**config.mk**
```make
export PLATFORM = sky130hd
export DESIGN_NAME = mel_fbank_acc
export DESIGN_NICKNAME = d
export VERILOG_FILES = /design/src/rtl/mel_fbank_acc.sv
export SDC_FILE = /design/constraint.sdc
export NUM_CORES = 2
export LEC_CHECK = 0
export CAP_MARGIN = 10
export CORE_MARGIN = 4
export CORE_UTILIZATION = 50
export DETAILED_ROUTE_END_ITERATION = 12
export GPL_ROUTABILITY_DRIVEN = 0
export PLACE_DENSITY_LB_ADDON = 0.25
export SYNTH_ARGS = -nofsm -noshare
export SYNTH_HDL_FRONTEND = slang
export SYNTH_SLANG_ARGS = --single-unit
```
**constraint.sdc**
```tcl
create_clock -name clk -period 21.9 [get_ports clk]
set_input_delay 4.38 -clock clk [delete_from_list [all_inputs] [get_ports clk]]
set_output_delay 4.38 -clock clk [all_outputs]
set_load 0.01 [all_outputs]
```
**src/rtl/mel_fbank_acc.sv**
```systemverilog
// Fixed-point mel filterbank accumulator: per filter, MACs a sparse band of power bins with weights.
// Optional MEL_ACC_SAT_EN: saturate the accumulator to all-ones on overflow instead of wrapping.
module mel_fbank_acc #(
    parameter int DATA_WIDTH      = 32,
    parameter int COEF_WIDTH      = 16,
    parameter int ACC_WIDTH       = 48,
    parameter int BIN_ADDR_WIDTH  = 12,
    parameter int MEL_WIDTH       = 6,
    parameter int COEF_ADDR_WIDTH = 15
) (
    input  logic                       clk,
    input  logic                       rst,
    input  logic                       start,
    input  logic [MEL_WIDTH-1:0]       mel_num,
    input  logic [BIN_ADDR_WIDTH-1:0]  fft_num,
    output logic [MEL_WIDTH-1:0]       band_addr,
    input  logic [BIN_ADDR_WIDTH-1:0]  band_start_in,
    input  logic [BIN_ADDR_WIDTH-1:0]  band_len_in,
    output logic [BIN_ADDR_WIDTH-1:0]  bin_read_addr,
    input  logic [DATA_WIDTH-1:0]      bin_data_in,
    output logic [COEF_ADDR_WIDTH-1:0] coef_read_addr,
    input  logic [COEF_WIDTH-1:0]      coef_in,
    output logic [ACC_WIDTH-1:0]       mel_data_out,
    output logic [MEL_WIDTH-1:0]       mel_write_addr,
    output logic                       write_mel_en,
    output logic                       sat_flag,
    output logic                       busy,
    output logic                       done
);

    localparam int PROD_W = DATA_WIDTH + 1;
    localparam int FULL_W = DATA_WIDTH + COEF_WIDTH;

    localparam logic [2:0] S_IDLE  = 3'd0;
    localparam logic [2:0] S_LOAD  = 3'd1;
    localparam logic [2:0] S_FETCH = 3'd2;
    localparam logic [2:0] S_ACC   = 3'd3;
    localparam logic [2:0] S_DRAIN = 3'd4;
    localparam logic [2:0] S_WRITE = 3'd5;
    localparam logic [2:0] S_DONE  = 3'd6;

    logic [2:0]                 state;
    logic [MEL_WIDTH-1:0]       mel_num_r;
    logic [BIN_ADDR_WIDTH-1:0]  fft_num_r;
    logic [MEL_WIDTH-1:0]       mel_idx;
    logic [COEF_ADDR_WIDTH-1:0] coef_base;
    logic [BIN_ADDR_WIDTH-1:0]  len_r;
    logic [BIN_ADDR_WIDTH-1:0]  eff_len_r;
    logic [BIN_ADDR_WIDTH-1:0]  k_cnt;
    logic                       drain_cnt;
    logic                       vld_p0;
    logic                       vld_p1;
    logic [PROD_W-1:0]          prod_p1;
    logic [ACC_WIDTH-1:0]       acc;
    logic [ACC_WIDTH-1:0]       acc_next;
    logic [BIN_ADDR_WIDTH-1:0]  half_bins;
    logic [BIN_ADDR_WIDTH-1:0]  avail;
    logic [BIN_ADDR_WIDTH-1:0]  eff_len;
    logic                       drain_last;

    function automatic logic [PROD_W-1:0] scale_prod(input logic [DATA_WIDTH-1:0] d,
                                                     input logic [COEF_WIDTH-1:0] c);
        logic [FULL_W-1:0] full;
        full = FULL_W'(d) * FULL_W'(c);
        return PROD_W'(full >> (COEF_WIDTH - 1));
    endfunction

`ifdef MEL_ACC_SAT_EN
    localparam int ACC_X = ACC_WIDTH + 1;

    logic             sat_r;
    logic             sat_next;
    logic [ACC_X-1:0] add_res;

    // Once saturated, the filter sticks at all-ones until the next band is fetched.
    function automatic logic [ACC_X-1:0] acc_add(input logic [ACC_WIDTH-1:0] a,
                                                 input logic [PROD_W-1:0]    p,
                                                 input logic                 s);
        logic [ACC_X-1:0] sum;
        sum = {1'b0, a} + ACC_X'(p);
        if (s || sum[ACC_WIDTH])
            return {1'b1, {ACC_WIDTH{1'b1}}};
        return {1'b0, sum[ACC_WIDTH-1:0]};
    endfunction

    always_comb begin
        add_res  = acc_add(acc, prod_p1, sat_r);
        sat_next = sat_r;
        acc_next = acc;
        if (vld_p1) begin
            sat_next = add_res[ACC_WIDTH];
            acc_next = add_res[ACC_WIDTH-1:0];
        end
    end

    always_ff @(posedge clk) begin
        if (rst) begin
            sat_r    <= 1'b0;
            sat_flag <= 1'b0;
        end else begin
            sat_r <= (state == S_FETCH) ? 1'b0 : sat_next;
            if (state == S_FETCH)
                sat_flag <= 1'b0;
            else if (drain_last)
                sat_flag <= sat_next;
        end
    end
`else
    function automatic logic [ACC_WIDTH-1:0] acc_add(input logic [ACC_WIDTH-1:0] a,
                                                     input logic [PROD_W-1:0]    p);
        return a + ACC_WIDTH'(p);
    endfunction

    always_comb begin
        acc_next = acc;
        if (vld_p1)
            acc_next = acc_add(acc, prod_p1);
    end

    assign sat_flag = 1'b0;
`endif

    // Band clipped to the last valid bin fft_num>>1; a band starting past it is empty.
    always_comb begin
        half_bins = fft_num_r >> 1;
        avail     = half_bins - band_start_in + BIN_ADDR_WIDTH'(1);
        eff_len   = '0;
        if (band_start_in <= half_bins)
            eff_len = (band_len_in < avail) ? band_len_in : avail;
    end

    assign drain_last = (state == S_DRAIN) && drain_cnt;

    // p0: read data arrives; p1: scaled product registered; then accumulated
    always_ff @(posedge clk) begin
        if (rst) begin
            vld_p0 <= 1'b0;
            vld_p1 <= 1'b0;
        end else begin
            vld_p0 <= (state == S_ACC);
            vld_p1 <= vld_p0;
        end
    end

    always_ff @(posedge clk) begin
        if (vld_p0)
            prod_p1 <= scale_prod(bin_data_in, coef_in);
        if (state == S_FETCH)
            acc <= '0;
        else
            acc <= acc_next;
    end

    always_ff @(posedge clk) begin
        if (rst) begin
            state          <= S_IDLE;
            mel_num_r      <= '0;
            fft_num_r      <= '0;
            mel_idx        <= '0;
            coef_base      <= '0;
            len_r          <= '0;
            eff_len_r      <= '0;
            k_cnt          <= '0;
            drain_cnt      <= 1'b0;
            band_addr      <= '0;
            bin_read_addr  <= '0;
            coef_read_addr <= '0;
            mel_data_out   <= '0;
            mel_write_addr <= '0;
            write_mel_en   <= 1'b0;
            busy           <= 1'b0;
            done           <= 1'b0;
        end else begin
            write_mel_en <= 1'b0;
            done         <= 1'b0;
            case (state)
                S_IDLE: begin
                    if (start) begin
                        mel_num_r <= mel_num;
                        fft_num_r <= fft_num;
                        mel_idx   <= '0;
                        coef_base <= '0;
                        busy      <= 1'b1;
                        if (mel_num == '0) begin
                            state <= S_DONE;
                            done  <= 1'b1;
                        end else begin
                            state     <= S_LOAD;
                            band_addr <= '0;
                        end
                    end
                end
                S_LOAD: state <= S_FETCH;
                S_FETCH: begin
                    len_r     <= band_len_in;
                    eff_len_r <= eff_len;
                    k_cnt     <= '0;
                    if (eff_len == '0) begin
                        // Weight layout follows the unclipped length even for an empty band.
                        coef_base      <= coef_base + COEF_ADDR_WIDTH'(band_len_in);
                        state          <= S_WRITE;
                        write_mel_en   <= 1'b1;
                        mel_data_out   <= '0;
                        mel_write_addr <= mel_idx;
                    end else begin
                        state          <= S_ACC;
                        bin_read_addr  <= band_start_in;
                        coef_read_addr <= coef_base;
                    end
                end
                S_ACC: begin
                    if (k_cnt == eff_len_r - BIN_ADDR_WIDTH'(1)) begin
                        state     <= S_DRAIN;
                        drain_cnt <= 1'b0;
                    end else begin
                        k_cnt          <= k_cnt + BIN_ADDR_WIDTH'(1);
                        bin_read_addr  <= bin_read_addr + BIN_ADDR_WIDTH'(1);
                        coef_read_addr <= coef_read_addr + COEF_ADDR_WIDTH'(1);
                    end
                end
                S_DRAIN: begin
                    if (!drain_cnt) begin
                        drain_cnt <= 1'b1;
                        coef_base <= coef_base + COEF_ADDR_WIDTH'(len_r);
                    end else begin
                        state          <= S_WRITE;
                        write_mel_en   <= 1'b1;
                        mel_data_out   <= acc_next;
                        mel_write_addr <= mel_idx;
                    end
                end
                S_WRITE: begin
                    if (mel_idx == mel_num_r - MEL_WIDTH'(1)) begin
                        state <= S_DONE;
                        done  <= 1'b1;
                    end else begin
                        mel_idx   <= mel_idx + MEL_WIDTH'(1);
                        band_addr <= mel_idx + MEL_WIDTH'(1);
                        state     <= S_LOAD;
                    end
                end
                S_DONE: begin
                    busy  <= 1'b0;
                    state <= S_IDLE;
                end
                default: state <= S_IDLE;
            endcase
        end
    end

endmodule

```
# Word level (Yosys, flattened, before mapping)
# Index checks and enable logic that the tools add are counted.
classes:
  n_lt_le_gt_ge: 2
  reduce_logical: 19
  multipliers: 1
  add_sub_neg: 11
  n_eq_ne: 17
  n_mux: 45
op_table:
  columns: ["cell", "count"]
  rows:
  - ["$mux 48", 3]
  - ["$pmux 48 s2", 1]
  - ["$mux 15", 5]
  - ["$mux 12", 5]
  - ["$add 48x33->48", 1]
  - ["$mul 32x16->48", 1]
  - ["$pmux 12 s2", 2]
  - ["$pmux 15 s3", 1]
  - ["$add 12x1->12 const B", 3]
  - ["$mux 6", 6]
  - ["$pmux 6 s2", 3]
  - ["$add 15x12->15", 2]
  - ["$pmux 15 s2", 1]
  - ["$mux 3", 6]
  - ["$pmux 3 s6", 1]
  - ["$add 15x1->15 const B", 1]
  - ["$ne 2x2->1 const B", 7]
  - ["$eq 12x12->1", 1]
  - ["$le 12x11->1", 1]
  - ["$logic_not 12->1", 1]
  - ["$lt 12x12->1", 1]
  - ["$reduce_and 3->1", 4]
  - ["$sub 11x12->12", 1]
  - ["$sub 12x1->12 const B", 1]
  - ["other kinds (15)", 36]
totals:
  output_inout_bits: 91
  ff_bits: 252
  word_cells: 116

# Longest topological paths before layout
depth:
  ltp_word: 8
  depth_mapped: 25

# Worst setup path after synthesis
# OpenSTA, ideal clock, no wires.
synth_timing:
  path_kind: "input to register"
  startpoint: "in coef_in[1]"
  endpoint: "reg prod_p1[30] (data pin)"
  required_time_ns: 21.641
  slack_ns: 11.582
  t_arrival_ns: 10.059
  cell_stages: 21
  n_path_buf: 1
  path_cell_list: "clkbuf_1 > nand2_1 > fa_1 > fa_1 > fa_1 > inv_1 > fa_1 > fa_1 > inv_1 > fa_1 > inv_1 > ha_1 > and3_1 > and3_1 > a211o_1 > a2bb2oi_1 > a32oi_1 > a31o_2 > or2_1 > a41oi_1 > xnor2_1"
synth_between:
  elab_chain_len: 1
synth_lines:
  columns: ["item", "line_no", "source"]
  rows:
  - ["start: declaration", "22", "input logic [COEF_WIDTH-1:0] coef_in,"]
  - ["$mul 32x16->48", "64", "full = FULL_W'(d) * FULL_W'(c);"]
  - ["end signal: assignment", "147", "prod_p1 <= scale_prod(bin_data_in, coef_in);"]
  - ["end: declaration", "53", "logic [PROD_W-1:0] prod_p1;"]
# Every way passes these cells.
# A chain may end at the register's enable or synchronous reset.

# Final worst setup path
layout_timing:
  startpoint: "in bin_data_in[13]"
  endpoint: "reg prod_p1[26] (data pin)"
layout_between:
  elab_chain_len: 1
layout_lines:
  columns: ["item", "line_no", "source"]
  rows:
  - ["start: declaration", "20", "input logic [DATA_WIDTH-1:0] bin_data_in,"]
  - ["$mul 32x16->48", "64", null]
# Every way passes these cells.

==> flow_metrics.env <==
export IMPL_ctsHtreeMaxLevel=1
export IMPL_cp_end_kind="register"
export IMPL_fp_dieW_um=251
export IMPL_crit_top_cell="fa_1"
export IMPL_cts_tree="done"
export IMPL_synth_compound_area_frac=0.115
export IMPL_synth_cell_types=79
export IMPL_peakVddDrop_mv=0.187
export IMPL_cts_buffers=25
export IMPL_grt_use_total=0.233
export IMPL_layout_drive_gt1_share=0.0368
export IMPL_p_switching_w=0.00236
export IMPL_globalRouteOverflowTotal=0
export IMPL_rsz0062_at_grt="false"
export IMPL_clockBufferDepth=3
export IMPL_ys_top_cells_by_area="fa_1, dfxtp_1, ha_1"
export IMPL_die_area_um2=63000
export IMPL_layout_commonest_cell="nand2_1"
export IMPL_ys_seq_elements=251
export IMPL_crit_fanout=16
export IMPL_drt_iter0_markers=1310
export IMPL_synth_top_family_by_area="adder cells"
export IMPL_fin_area_um2=32700
export IMPL_crit_chain="clkdlybuf4s50_1, and2_1, fa_1, inv_1, fa_1, fa_1, inv_1, fa_1, fa_1, inv_1, fa_1, inv_1, ha_1, and3_1, and3_1, a211o_1, a2bb2oi_1, a32oi_1, a311oi_1, o21a_1, o21bai_1, xor2_1"
export IMPL_synth_ff_type="dfxtp_1"
export IMPL_combPwrFrac=0.767
export IMPL_maxCapViolCount=0
export IMPL_synthXorXnorAreaFrac=0.0353
export IMPL_clk_insertion_delay_late_ns=0.54
export IMPL_grt_pass1_vias=22920
export IMPL_cellInternalPower_w=0.00257
export IMPL_avgRoutedWirePerCell_um=17.4
export IMPL_synth_top_area_share=0.286
export IMPL_slew_limit_headroom=0.280
export IMPL_synth_edf_count=33
export IMPL_dp_slack_ns=10.13
export IMPL_synth_seq_area_share=0.182
export IMPL_hp_class="register to register"
export IMPL_synthCells=3352
export IMPL_placed_area_um2=31900
export IMPL_synth_simple_gate_area_frac=0.182
export IMPL_cts_clk_slew_worst_paths_ns=0.06
export IMPL_status="finished, final reports clean"
export IMPL_clock_fmax_mhz=88.6
export IMPL_synth_fp_nets=4076
export IMPL_p_clk_frac=0.089
export IMPL_vias=23131
export IMPL_swShare=0.479
export IMPL_cts_hold_buf=0
export IMPL_root_buffer="clkbuf_16"
export IMPL_drc=0
export IMPL_ios=184
export IMPL_numPortBuffers=181
export IMPL_num_nets_final=4156
export IMPL_tightest_slew_ns=1.08
export IMPL_synth_adder_area_share=0.375
export IMPL_start_kind="input port"
export IMPL_crit_path_max_incr_delay_ns=0.88
export IMPL_fin_crit_ns=11.29
export IMPL_cts_resized=0
export IMPL_synthMuxAreaShare=0.0276
export IMPL_fin_crit_sh=0.516
export IMPL_yosys_warnings=0
export IMPL_fp_dieH_um=251
export IMPL_setup_violations=0
export IMPL_start_util=0.508
export IMPL_synthesis_area_um2=29500
export IMPL_cp_arrival_ns=11.56
export IMPL_grt_max_degree=68
export IMPL_p_seq_frac=0.143
export IMPL_grt_pass1_wl_mm=121
export IMPL_p_leak_nw=14.6
export IMPL_crit_required_ns=22.17
export IMPL_finalWorstSetupSlack_ns=10.61
export IMPL_yosysTopAreaCell="fa_1"
export IMPL_hold_violations=0
export IMPL_powerDensity_nw_per_um2=151
export IMPL_postCtsSetupBuffers=0
export IMPL_skew_ns=0.0201
export IMPL_cts_sinks=251
export IMPL_layout_common_cells="nand2_1, inv_1, fa_1"
export IMPL_firstDrtPassIters=6
export IMPL_maxSlewViolCount=0
export IMPL_areaGrowthSynthToFinish_pct=10.8
export IMPL_rows=88
export IMPL_core_area_um2=58000
export IMPL_async_flop_share=0
export IMPL_antenna_found_initial=3
export IMPL_vias_per_cell=5.48
export IMPL_fin_tns_setup_ns=0
export IMPL_syn_avg_cell_area_um2=8.80
export IMPL_ant_nets=0
export IMPL_dpl_hpwl_mm=54.4
export IMPL_crit_slowest_cell="clkdlybuf4s50_1"
export IMPL_wirelength_mm=73.5
export IMPL_critPathKind="input port to register"
[kinds of logic (layout without fill, tap and decap cells)]
group / Yosys count / after routing
AND/OR/NAND/NOR: 1138 / 1138
buffers and inverters: 639 / 737
adder cells (fa/ha/maj): 631 / 631
AO/OA/AOI/OAI: 493 / 493
flip-flops: 251 / 251
XOR/XNOR: 119 / 119
multiplexers: 80 / 80
other: 1 / 4
[worst max-delay path: cells and delay by family]
| kind | cells | cell delay (ns) |
|---|---|---|
| buffers and inverters | 5 | 1.09 |
| xor gates and xnor gates | 1 | 0.15 |
| and+or+nand+nor | 3 | 0.87 |
| AOI/OAI and AO/OA | 6 | 1.76 |
| adders and majority gates | 7 | 3.30 |
[registers in the layout (all words and copies together) (netlist names), 12 cells and up]
signal	count
eff_len_r	12
len_r	12
bin_read_addr	12
coef_base	15
acc	48
coef_read_addr	15
prod_p1	33
k_cnt	12
mel_data_out	48
[per-stage QoR]
| step | total power [W] | utilization | hold WS [ns] | std cells |
|---|---|---|---|---|
| after detailed placement | 0.00448 | 0.549 | 0.443 | 4170 |
| after global placement | 0.00444 | 0.549 | 0.438 | 4170 |
| final | 0.00493 | 0.564 | 0.452 | 4218 |
| after floorplan | 0.00357 | - | 0.433 | 3352 |
| after global routing | 0.00555 | 0.564 | 0.468 | 4218 |
| after CTS | 0.00496 | 0.563 | 0.454 | 4215 |
[area by class of cell]
cell class,instances,area (um2)
antenna,3,7.51
clock buffer,34,699
tap,765,957
clock inverter,11,138
inverter,480,1800
multi-input combinational,2462,21700
fill,5261,25300
timing repair buffer,212,2030
sequential,251,5360
[power groups by stage]
stage | Clock, W | Combinational [W] | Sequential (W)
6_report | 0.000441 | 0.00378 | 0.000705
2_1_floorplan | 0 | 0.00287 | 0.000706
3_3_place_gp | 0 | 0.00373 | 0.000714
3_5_place_dp | 0 | 0.00377 | 0.000715
5_1_grt | 0.000468 | 0.00437 | 0.000708
4_1_cts | 0.000454 | 0.00380 | 0.000705
[cell usage after synthesis, drive strengths merged, types with 5 or more instances]
master,count
a211o,9
a211oi,11
a21boi,6
a21o,45
a21oi,149
a221o,5
a22oi,14
a311oi,15
a31oi,14
and2,217
and3,22
buf,21
clkbuf,138
dfxtp,218
edfxtp,33
fa,421
ha,210
inv,480
mux2,10
mux2i,70
nand2,502
nand2b,21
nand3,76
nand3b,5
nand4,22
nor2,156
nor2b,18
nor3,36
o211ai,8
o21ai,85
o21bai,10
o22ai,5
o2bb2ai,45
o31a,5
o31ai,28
o41ai,5
or2,13
or3,31
xnor2,61
xor2,58
[routing by layer]
layer / track usage / routed length, um / up-vias
li1: - / - / 10962
met1: 0.336 / 33600 / 11353
met2: 0.376 / 33400 / 700
met3: 0.0335 / 4900 / 116
met4: 0.0523 / 1610 / 0
met5: 0 / 0 / -
[path summary, 6_finish.rpt]
check,from,endpoint,slack [ns],depth (start not counted)
min,len_r[0],len_r[0],0.45,2
max reg2reg,fft_num_r[2],mel_data_out[16],16.05,21
min reg2reg,len_r[0],len_r[0],0.45,2
max,bin_data_in[13],prod_p1[26],10.61,22
(Power assumes the default switching activity.)
